## config.mk

```make
export PLATFORM = sky130hd
export DESIGN_NAME = instr_encoder
export DESIGN_NICKNAME = d
export VERILOG_FILES = /design/src/rtl/instr_encoder.sv
export SDC_FILE = /design/constraint.sdc
export NUM_CORES = 1
export LEC_CHECK = 0
export ABC_AREA = 1
export BUFFER_PORTS_ARGS = -buffer_cell sky130_fd_sc_hd__buf_2
export CORE_ASPECT_RATIO = 1.5
export CORE_UTILIZATION = 50
export DETAILED_ROUTE_END_ITERATION = 10
export PLACE_DENSITY = 0.79
export SYNTH_ARGS = -nofsm -noshare
export SYNTH_HDL_FRONTEND = slang
export SYNTH_SLANG_ARGS = --single-unit
```

## constraint.sdc

```tcl
create_clock -name clk -period 1.9 [get_ports clk]
set_input_delay 0.19 -clock clk [delete_from_list [all_inputs] [get_ports clk]]
set_output_delay 0.19 -clock clk [all_outputs]
set_load 0.03 [all_outputs]
```

## src/rtl/instr_encoder.sv

```systemverilog
// Instruction encoder: turns ADDI/BNE/END field tuples into RV32 words and writes them to instruction memory.
// Latency: a word accepted on edge N is strobed on mem_we during the cycle after edge N; one word per 2 cycles.
// Backpressure: in_ready is high only in LOAD with room left; it drops for the write cycle and once done/error/full.
module instr_encoder #(
    parameter int ADDR_WIDTH = 8
) (
    input  logic                  clk,
    input  logic                  rst_n,
    input  logic                  start,
    input  logic                  in_valid,
    output logic                  in_ready,
    input  logic [1:0]            in_op,
    input  logic [4:0]            in_rd,
    input  logic [4:0]            in_rs1,
    input  logic [4:0]            in_rs2,
    input  logic [12:0]           in_imm,
    output logic                  mem_we,
    output logic [ADDR_WIDTH-1:0] mem_addr,
    output logic [31:0]           mem_wdata,
    output logic [ADDR_WIDTH:0]   count,
    output logic                  done,
    output logic                  full,
    output logic                  err
);

    localparam logic [2:0] S_IDLE  = 3'd0;
    localparam logic [2:0] S_LOAD  = 3'd1;
    localparam logic [2:0] S_WRITE = 3'd2;
    localparam logic [2:0] S_DONE  = 3'd3;
    localparam logic [2:0] S_ERROR = 3'd4;

    // Word count that means "memory full": a one followed by ADDR_WIDTH zeros.
    localparam logic [ADDR_WIDTH:0] DEPTH_CNT = {1'b1, {ADDR_WIDTH{1'b0}}};

    logic [2:0]            state;
    logic [ADDR_WIDTH:0]   count_q;
    logic [ADDR_WIDTH:0]   count_inc;
    logic [ADDR_WIDTH-1:0] addr_q;
    logic [31:0]           wdata_q;
    logic                  end_q;

    logic [31:0]           enc_word;
    logic                  enc_illegal;
    logic                  enc_is_end;
    logic                  take;

    // Decode the incoming fields into an RV32 word and flag illegal requests.
    always_comb begin
        enc_word    = 32'h0000_0000;
        enc_illegal = 1'b0;
        enc_is_end  = 1'b0;
        case (in_op)
            2'b00: begin
                enc_word = {in_imm[11:0], in_rs1, 3'b000, in_rd, 7'b0010011};
            end
            2'b01: begin
                enc_word    = {in_imm[12], in_imm[10:5], in_rs2, in_rs1, 3'b001,
                               in_imm[4:1], in_imm[11], 7'b1100011};
                // Branch offsets must be even; an odd offset cannot be encoded.
                enc_illegal = in_imm[0];
            end
            2'b11: begin
                enc_word   = 32'h0000_0063;
                enc_is_end = 1'b1;
            end
            default: begin
                enc_illegal = 1'b1;
            end
        endcase
    end

    assign count_inc = count_q + 1'b1;
    assign full      = (count_q == DEPTH_CNT);
    assign in_ready  = (state == S_LOAD) && !full;
    assign take      = in_valid && in_ready;

    assign mem_we    = (state == S_WRITE);
    assign mem_addr  = addr_q;
    assign mem_wdata = wdata_q;
    assign count     = count_q;
    assign done      = (state == S_DONE);
    assign err       = (state == S_ERROR);

    // Session state machine plus the registered write address/data and word count.
    always_ff @(posedge clk) begin
        if (!rst_n) begin
            state   <= S_IDLE;
            count_q <= '0;
            addr_q  <= '0;
            wdata_q <= 32'h0000_0000;
            end_q   <= 1'b0;
        end else begin
            case (state)
                S_IDLE, S_DONE, S_ERROR: begin
                    if (start) begin
                        state   <= S_LOAD;
                        count_q <= '0;
                    end
                end
                S_LOAD: begin
                    if (take) begin
                        if (enc_illegal) begin
                            state <= S_ERROR;
                        end else begin
                            addr_q  <= count_q[ADDR_WIDTH-1:0];
                            wdata_q <= enc_word;
                            end_q   <= enc_is_end;
                            state   <= S_WRITE;
                        end
                    end
                end
                S_WRITE: begin
                    count_q <= count_inc;
                    if (end_q || (count_inc == DEPTH_CNT)) begin
                        state <= S_DONE;
                    end else begin
                        state <= S_LOAD;
                    end
                end
                default: begin
                    state <= S_IDLE;
                end
            endcase
        end
    end

endmodule

```

==> impl_metrics.yaml, run 1 <==
outcome:
  status: "finished, final reports clean"
grt:
  track_usage: 0.2393
  antenna_found_initial: 0
  grt_max_degree: 45
  overflow: 0
  grt_pass1_vias: 2273
  grt_pass1_wl_um: 9798
worst_hold_path:
  holdCritPathClass: "primary input to flop"
placed_design:
  hpwl_um: 4601
  dp_cells: 496
  place_ws_ps: 165.6
  place_congestion: 0.9226
  portBuffers: 83
yosys:
  syn_avg_cell_area_um2: 6.927
  syn_area_um2: 2507
  yosys.area.top_type: "dfxtp_1"
  ys_ff_latch: 47
  post-synth-top-area-fraction: 0.3752
  synth_area_leaders: "dfxtp_1 (38%), nand2_1 (17%), a21oi_1 (9.4%), inv_1 (6.0%), ha_1 (4.0%)"
  synth_warnings: 0
  synth_cell_types: 34
  synthCells: 362
  seq_area_frac_synth: 0.3752
sta:
  rsz0062_at_grt: "false"
  hold_violations: 0
  min_period_ps: 1767
  fin_crit_sh: 0.9301
  fin_skew_ps: 11.20
  drv_slew: 0
  setup_viol: 0
  setup_ws_ps: 132.9
  max_freq_ghz: 0.5659
finish:
  layout-drive-gt1-share: 0.2831
  final_common_cell: "nand2_1"
  antenna_cells: 0
  stdcell_count: 504
  layout_common_cells: "nand2_1 (111), buf_2 (83), a21oi_1 (44), dfxtp_1 (41), inv_1 (38)"
  fin_nets: 479
  fill_cells: 498
  area_delta_synth_final_pct: 21.96
die:
  core_um2: 4810
  io_pins: 88
  die_area_um2: 5308
  die_y_um: 88.73
  rows: 31
  dieWidth_um: 59.82
  initial_core_util: 0.5213
clock_network:
  insertion_delay_ps: 300
  cts_max_level: 2
  postCtsHoldBufs: 0
  clk_pin_slew_ps: 80
  cts_sinks: 47
  clockBufferDepth: 2
  clockRootBuffer: "clkbuf_8"
  cts_tree: "yes"
  post_cts_buffers: 0
  cts_buffers: 5
power_and_ir_drop:
  p_leak_uw: 0.001418
  total_power_uw: 1942
  p_per_area_nw_per_um2: 635.0
  seqPwrFrac: 0.521
  switching_share: 0.2832
  intPower_uw: 1392
  power_switching_uw: 550.0
  pwr-share-clk: 0.329
  ir_drop_mv: 0.4738
  comb_power_share: 0.150
worst_setup_path:
  critPathSlowestCell: "dfxtp_1"
  required_ps: 1710
  r2r_end: "mem_wdata[30]"
  timing.rr.start: "count[0]"
  slowest_delay_ps: 420
  worst-r2r-setup-slack_ps: 180
  r2r_cells: 10
  crit_start: "state[1]"
  path_max_fanout: 11
  crit_path_end: "mem_we"
  critPathKind: "flop to output pin"
  startpoint_type: "flop"
  arrival_ps: 1580
  crit_chain: "inv_1 > nor2_1 > inv_1 > nor2_1 > buf_4 > buf_2"
  cp-end-kind: "output pin"
job:
  maxCapViolations: 0
routing:
  via_per_inst: 5.034
  drc: 0
  wl_per_cell_um: 12.24
  totalWireLength_um: 6171
  dr.pass1.iters: 7
  num_vias: 2537
  antenna_left: 0
  initialDrtViolationCount: 129
-- state kept, by name, summed over array words and instances (netlist names) --
name       count
count          9
end_q          1
mem_addr       8
mem_wdata     26
state          3
-- power by group through the flow --
stage / Combinational, µW / Sequential, µW / Clock (µW)
6_report: 291 / 1010 / 639
5_1_grt: 320 / 1010 / 696
4_1_cts: 291 / 1010 / 661
3_5_place_dp: 289 / 1030 / 0
3_3_place_gp: 283 / 1030 / 0
2_1_floorplan: 181 / 1060 / 0
-- cell type report --
class	count	area, µm²	share of cell area
inverter	47	182.7	0.05974
clock buffer	6	82.58	0.02700
sequential	47	953.4	0.3118
clock inverter	2	13.76	0.004501
timing repair buffer	89	473.0	0.1547
multi-input combinational	247	1270	0.4153
tap	66	82.58	0.02700
-- worst min-delay path by stage --
stage | start | end | slack (ps) | depth (start not counted)
6_report | rst_n | state[0] | 160 | 3
5_1_grt | rst_n | state[0] | 160 | 3
4_1_cts | rst_n | state[0] | 150 | 3
3_5_place_dp | end_q | end_q | 450 | 2
3_3_place_gp | mem_wdata[27] | mem_wdata[27] | 450 | 2
2_1_floorplan | rst_n | state[0] | 290 | 2
-- metrics by stage --
| stage | cell area [µm²] | hold slack, ps | setup TNS [ps] | util |
|---|---|---|---|---|
| after global placement | 2958 | 445.5 | 0 | 0.6150 |
| after floorplan | 2569 | 287.6 | -740.5 | - |
| after CTS | 3054 | 150.7 | 0 | 0.6350 |
| after detailed placement | 2958 | 447.5 | 0 | 0.6150 |
| after global routing | 3058 | 164.7 | 0 | 0.6358 |
| final | 3058 | 157.3 | 0 | 0.6358 |
-- cells in the mapped netlist (all sizes together) --
cell type and count:
ha 8, nor3 9, o21bai 2, o22ai 1, dfxtp 47, nor3b 4, nor2 20, nand4 13
o21ai 14, a21oi 47, nand2 111, nand3 11, buf 18, nor4 1, conb 1, clkinv 3
clkbuf 6, and3 1, and2 1, inv 44
-- kinds of logic (layout without fill, tap and decap cells) --
| logic type | Yosys count | after routing | share of synthesized area |
|---|---|---|---|
| AO/OA/AOI/OAI | 64 | 64 | 0.1327 |
| adder cells (fa/ha/maj) | 8 | 8 | 0.03992 |
| buffers and inverters | 71 | 144 | 0.1367 |
| flip-flops | 47 | 47 | 0.3752 |
| other | 1 | 4 | 0.001496 |
| AND/OR/NAND/NOR | 171 | 171 | 0.3139 |
-- layer usage --
metal / GRT usage / vias to the layer above / share of wire
met5: 0 / - / 0
met3: 0.03363 / 10 / 0.041
li1: - / 1291 / -
met4: 0.09091 / 0 / 0.018
met1: 0.2628 / 1149 / 0.40
met2: 0.4495 / 87 / 0.54
-- repair_timing --
action | 4_1_cts | 5_1_grt
gates resized for setup | 0 | 2
endpoints found under the setup margin | 0 | 1
endpoints found under the hold margin | 0 | 0
-- worst max-delay path, delay by kind of cell, from the launching register on --
kind	cells	cell delay, ps
AND/OR/NAND/NOR	2	300
buffers and inverters	4	570
flip-flops	1	420
Note: power is estimated with default switching activity, not from simulation.
==> inputs of run 2 (changes only) <==
ABC_AREA = default   (was 1)
==> impl_metrics.yaml, run 2 <==
routing:
  wl_per_cell_um: 13.50
  num_vias: 2390
  via_per_inst: 5.299
  antenna_left: 0
  dr.pass1.iters: 4
  totalWireLength_um: 6090
  initialDrtViolationCount: 75
  drc: 0
clock_network:
  insertion_delay_ps: 310
  clockRootBuffer: "clkbuf_8"
  clk_pin_slew_ps: 90
  cts_tree: "yes"
  clockBufferDepth: 2
  cts_buffers: 5
  cts_sinks: 47
  postCtsHoldBufs: 0
  cts_max_level: 2
yosys:
  async_flop_share: 0
  ys_ff_latch: 47
  syn_area_um2: 2471
  post-synth-top-area-fraction: 0.3808
  yosys.area.top_type: "dfxtp_1"
  synth_warnings: 0
  synth_cell_types: 44
  synth-main-ff-cell: "dfxtp_1"
  synth-edff-count: 0
  syn_avg_cell_area_um2: 8.183
  synthCells: 302
  synth_area_leaders: "dfxtp_1 (38%), a21boi_1 (5.8%), nand2_1 (5.8%), ha_1 (4.1%), nor2b_1 (4.1%)"
  yosysMostFrequentCell: "dfxtp_1"
  ys_top_cells_by_count: "dfxtp_1 (47), nand2_1 (38), nor2_1 (20)"
  seq_area_frac_synth: 0.3808
grt:
  grt_pass1_vias: 2140
  grt_max_degree: 30
  grt_pass1_wl_um: 9528
  antenna_found_initial: 0
  overflow: 0
  track_usage: 0.2393
die:
  die_area_um2: 5233
  dieWidth_um: 59.40
  rows: 31
  core_um2: 4771
  die_y_um: 88.10
  io_pins: 88
  initial_core_util: 0.5180
worst_setup_path:
  worst-r2r-setup-slack_ps: 120
  cp-end-kind: "output pin"
  slowest_delay_ps: 420
  path_max_fanout: 13
  arrival_ps: 1600
  critPathSlowestCell: "dfxtp_1"
  r2r_end: "state[1]"
  crit_chain: "nor2b_1 > nand2b_2 > inv_2 > buf_2"
  startpoint_type: "flop"
  critPathKind: "flop to output pin"
  required_ps: 1710
  timing.rr.start: "count[0]"
  r2r_cells: 7
sta:
  hold_violations: 0
  setup_ws_ps: 111.1
  fin_skew_ps: 9.984
  fin_crit_sh: 0.9415
  drv_slew: 0
  rsz0062_at_grt: "false"
  min_period_ps: 1789
  max_freq_ghz: 0.5590
  setup_viol: 0
worst_hold_path:
  holdPathStages: 3
  min_to: "mem_wdata[18]"
  holdCritPathClass: "primary input to flop"
  hold_path.startpoint: "in_rs1[3]"
placed_design:
  place_congestion: 0.8531
  dp_cells: 443
  hpwl_um: 4438
  placed_area_um2: 2983
  portBuffers: 83
  place_ws_ps: 83.66
finish:
  antenna_cells: 0
  final_common_cell: "buf_2"
  layout-drive-gt1-share: 0.3221
  finalInstanceArea_um2: 3123
  fin_nets: 426
  layout_common_cells: "buf_2 (83), dfxtp_1 (42), nand2_1 (37), nor2_1 (20), a21boi_1 (19)"
  stdcell_count: 451
  area_delta_synth_final_pct: 26.38
  largest_register_ff_count: 26
  fill_cells: 426
power_and_ir_drop:
  p_leak_uw: 0.001415
  p_per_area_nw_per_um2: 661.7
  total_power_uw: 2066
  ir_drop_mv: 0.5271
outcome:
  status: "finished, final reports clean"
job:
  maxCapViolations: 0
==> run 2: cell types whose count changed after synthesis, moves of 7 or more <==
cell | before | now
a22oi_1 | 0 | 12
nand4_1 | 12 | 1
clkbuf_1 | 5 | 15
nand2_1 | 111 | 38
inv_1 | 40 | 7
nor3_1 | 6 | 13
nor2b_1 | 0 | 16
a21boi_0 | 0 | 7
a21oi_1 | 47 | 17
a21boi_1 | 0 | 19
==> run 2: report_power, final <==
group          internal [µW]  total [µW]  switching, µW
Sequential               996        1010           12.3
Combinational            110         278            168
Clock                    433         780            347
==> run 2: area by class of cell <==
class | instances | area (µm²) | share of cell area
Clock buffer | 6 | 82.58 | 0.02644
Clock inverter | 2 | 38.79 | 0.01242
Inverter | 8 | 30.03 | 0.009615
Multi-Input combinational cell | 221 | 1374 | 0.4399
Sequential cell | 47 | 952.2 | 0.3049
Tap cell | 66 | 82.58 | 0.02644
Timing Repair Buffer | 101 | 563.0 | 0.1803
==> run 2: through the flow <==
step	setup TNS (ps)	hold slack, ps	util
2_1_floorplan	-447.8	340.6	-
3_3_place_gp	0	434.5	0.6252
3_5_place_dp	0	440.0	0.6252
4_1_cts	0	125.5	0.6512
5_1_grt	0	135.3	0.6546
6_report	0	127.2	0.6546
==> run 2: worst max path at each step <==
stage | from | end | slack, ps | cells past startpoint
6_report | state[1] | mem_we | 110 | 4
5_1_grt | count[1] | state[1] | 9 | 7
4_1_cts | count[4] | state[1] | 50 | 5
3_5_place_dp | count[4] | state[1] | 80 | 5
3_3_place_gp | count[4] | state[1] | 80 | 5
2_1_floorplan | count[4] | in_ready | -50 | 5
==> run 2: kinds of logic (layout without fill, tap and decap cells) <==
kind of cell / after synthesis / in the layout / share of synthesized area
buf+inv: 37 / 117 / 0.08050
mux: 2 / 2 / 0.008607
xor+xnor: 1 / 1 / 0.003545
fa+ha+maj: 8 / 8 / 0.04051
other cells: 1 / 4 / 0.001518
compound gates: 82 / 82 / 0.2360
simple gates: 124 / 124 / 0.2486
flops: 47 / 47 / 0.3808
==> run 2: worst max-delay path, delay by kind of cell (launching register included) <==
family                 cells  cell delay, ps
and+or+nand+nor            2             490
buffers and inverters      2             390
DFF                        1             420
==> run 2: routing by layer <==
metal,share of wire,track usage,up-vias
met1,0.40,0.2761,1102
met4,0.013,0.09957,0
met5,0,0,-
li1,-,-,1205
met2,0.54,0.4249,75
met3,0.047,0.04136,8
==> run 2: what timing repair did <==
action / in CTS / in global routing
setup buffers: 0 / 0
endpoints found under the setup margin: 1 / 28
gates resized for setup: 1 / 3
pin swaps: 0 / 1
==> inputs of run 3 (changes only) <==
CAP_MARGIN = 25   (was default)
CORE_UTILIZATION = 45   (was 50)
PLACE_DENSITY = 0.72   (was 0.79)
==> impl_metrics.yaml, run 3 (synthesis gave the netlist of run 2 again) <==
routing:
  drc: 0
  via_per_inst: 5.313
  initialDrtViolationCount: 118
  antenna_left: 0
  totalWireLength_um: 6448
  wl_per_cell_um: 14.11
  dr.pass1.iters: 4
  num_vias: 2428
worst_setup_path:
  crit_start: "count[5]"
  critPathSlowestCell: "or3_4"
  critPathKind: "flop to flop"
  arrival_ps: 2090
  timing.rr.start: "count[5]"
  startpoint_type: "flop"
  crit_chain: "or3_4 > buf_6 > o311ai_4 > buf_4 > buf_12 > nor3_1 > a21oi_1 > nor2b_1"
  r2r_end: "mem_wdata[31]"
  slowest_delay_ps: 410
  r2r_cells: 8
  worst-r2r-setup-slack_ps: 4
  cp-end-kind: "flop"
  path_max_fanout: 7
  required_ps: 2090
die:
  core_um2: 5205
  die_y_um: 92.76
  rows: 32
  initial_core_util: 0.4748
  dieWidth_um: 62.51
  die_area_um2: 5798
  io_pins: 88
clock_network:
  clk_pin_slew_ps: 90
  cts_buffers: 5
  cts_tree: "yes"
  insertion_delay_ps: 300
  clockBufferDepth: 2
  postCtsHoldBufs: 0
  cts_sinks: 47
  cts_max_level: 2
  clockRootBuffer: "clkbuf_8"
worst_hold_path:
  holdPathStages: 3
  hold_path.startpoint: "in_imm[9]"
  holdCritPathClass: "primary input to flop"
  min_to: "mem_wdata[29]"
placed_design:
  placed_area_um2: 2990
  place_ws_ps: 71.04
  hpwl_um: 4455
  portBuffers: 83
  dp_cells: 444
  place_congestion: 0.9159
sta:
  setup_viol: 0
  drv_slew: 0
  fin_crit_sh: 0.9977
  hold_violations: 0
  min_period_ps: 1896
  setup_ws_ps: 4.444
  worst_slew_pin_slew_ps: 763.5
  max_freq_ghz: 0.5276
  rsz0062_at_grt: "true"
  fin_skew_ps: 6.942
  max_slew_margin: 0.4910
grt:
  overflow: 0
  track_usage: 0.2151
  grt_pass1_vias: 2219
  grt_pass1_wl_um: 9991
  antenna_found_initial: 0
  grt_max_degree: 30
finish:
  finalInstanceArea_um2: 3251
  fin_util: 0.6245
  stdcell_count: 457
  layout_common_cells: "buf_2 (83), dfxtp_1 (42), nand2_1 (37), nor2_1 (20), a21boi_1 (19)"
  area_delta_synth_final_pct: 31.54
  antenna_cells: 0
  fin_nets: 431
  final_common_cell: "buf_2"
  layout-drive-gt1-share: 0.3548
  largest_register_ff_count: 26
power_and_ir_drop:
  p_leak_uw: 0.001465
  ir_drop_mv: 0.4315
  p_per_area_nw_per_um2: 608.4
job:
  maxCapViolations: 0
outcome:
  status: "finished, final reports clean"
run 3: changes by cell type in the layout (fill, tap and decap cells not counted), sizes merged:
| cell | before | now |
|---|---|---|
| inv | 8 | 7 |
| buf | 101 | 104 |
| clkbuf | 6 | 9 |
| bufinv | 1 | 0 |
run 3: layout make-up:
class	instances	area, µm²
repair buffers	106	651.9
inverters	8	30.03
multi-input cells	221	1434
clock buffers	7	97.59
flip-flops and latches	47	952.2
fillers	500	1954
well taps	68	85.08
run 3: critical path: cells and delay by family (launching register included):
family	cells	cell delay (ps)
AND/OR/NAND/NOR	3	520
buffers and inverters	3	450
AO/OA/AOI/OAI	2	470
flip-flops	1	350
run 3: what timing repair did:
| action | in CTS | in global routing |
|---|---|---|
| pin swaps | 0 | 4 |
| setup buffers | 0 | 4 |
| endpoints found under the setup margin | 1 | 19 |
| gates cloned | 0 | 2 |
| resized for setup | 1 | 18 |
run 3: worst max path at each step:
| stage | endpoint | cells after the start | slack (ps) |
|---|---|---|---|
| finish | mem_wdata[31] | 8 | 4 |
| floorplan | in_ready | 5 | -50 |
| detailed placement | mem_addr[1] | 6 | 70 |
| CTS | in_ready | 5 | 40 |
| global route | mem_wdata[31] | 8 | -80 |
| global placement | state[1] | 7 | 120 |
run 3: report_power, final:
group	switching (µW)	internal, µW	total [µW]
combinational	185	126	310
sequential	11.9	995	1010
clock	327	333	660
run 3: per-stage QoR:
stage	power (µW)	setup TNS, ps	hold slack, ps
2_1_floorplan	1217	-447.8	340.6
5_1_grt	2062	-708.2	137.7
4_1_cts	1960	0	132.0
3_3_place_gp	1305	0	433.2
3_5_place_dp	1308	0	439.1
6_report	1978	0	133.4
run 3: per-layer routing:
metal  share of wire  GRT usage  wire (µm)
met3           0.040    0.04680        255
met4           0.017    0.08333        112
met2            0.52     0.3931       3374
met1            0.42     0.2384       2707
met5               0          0          0
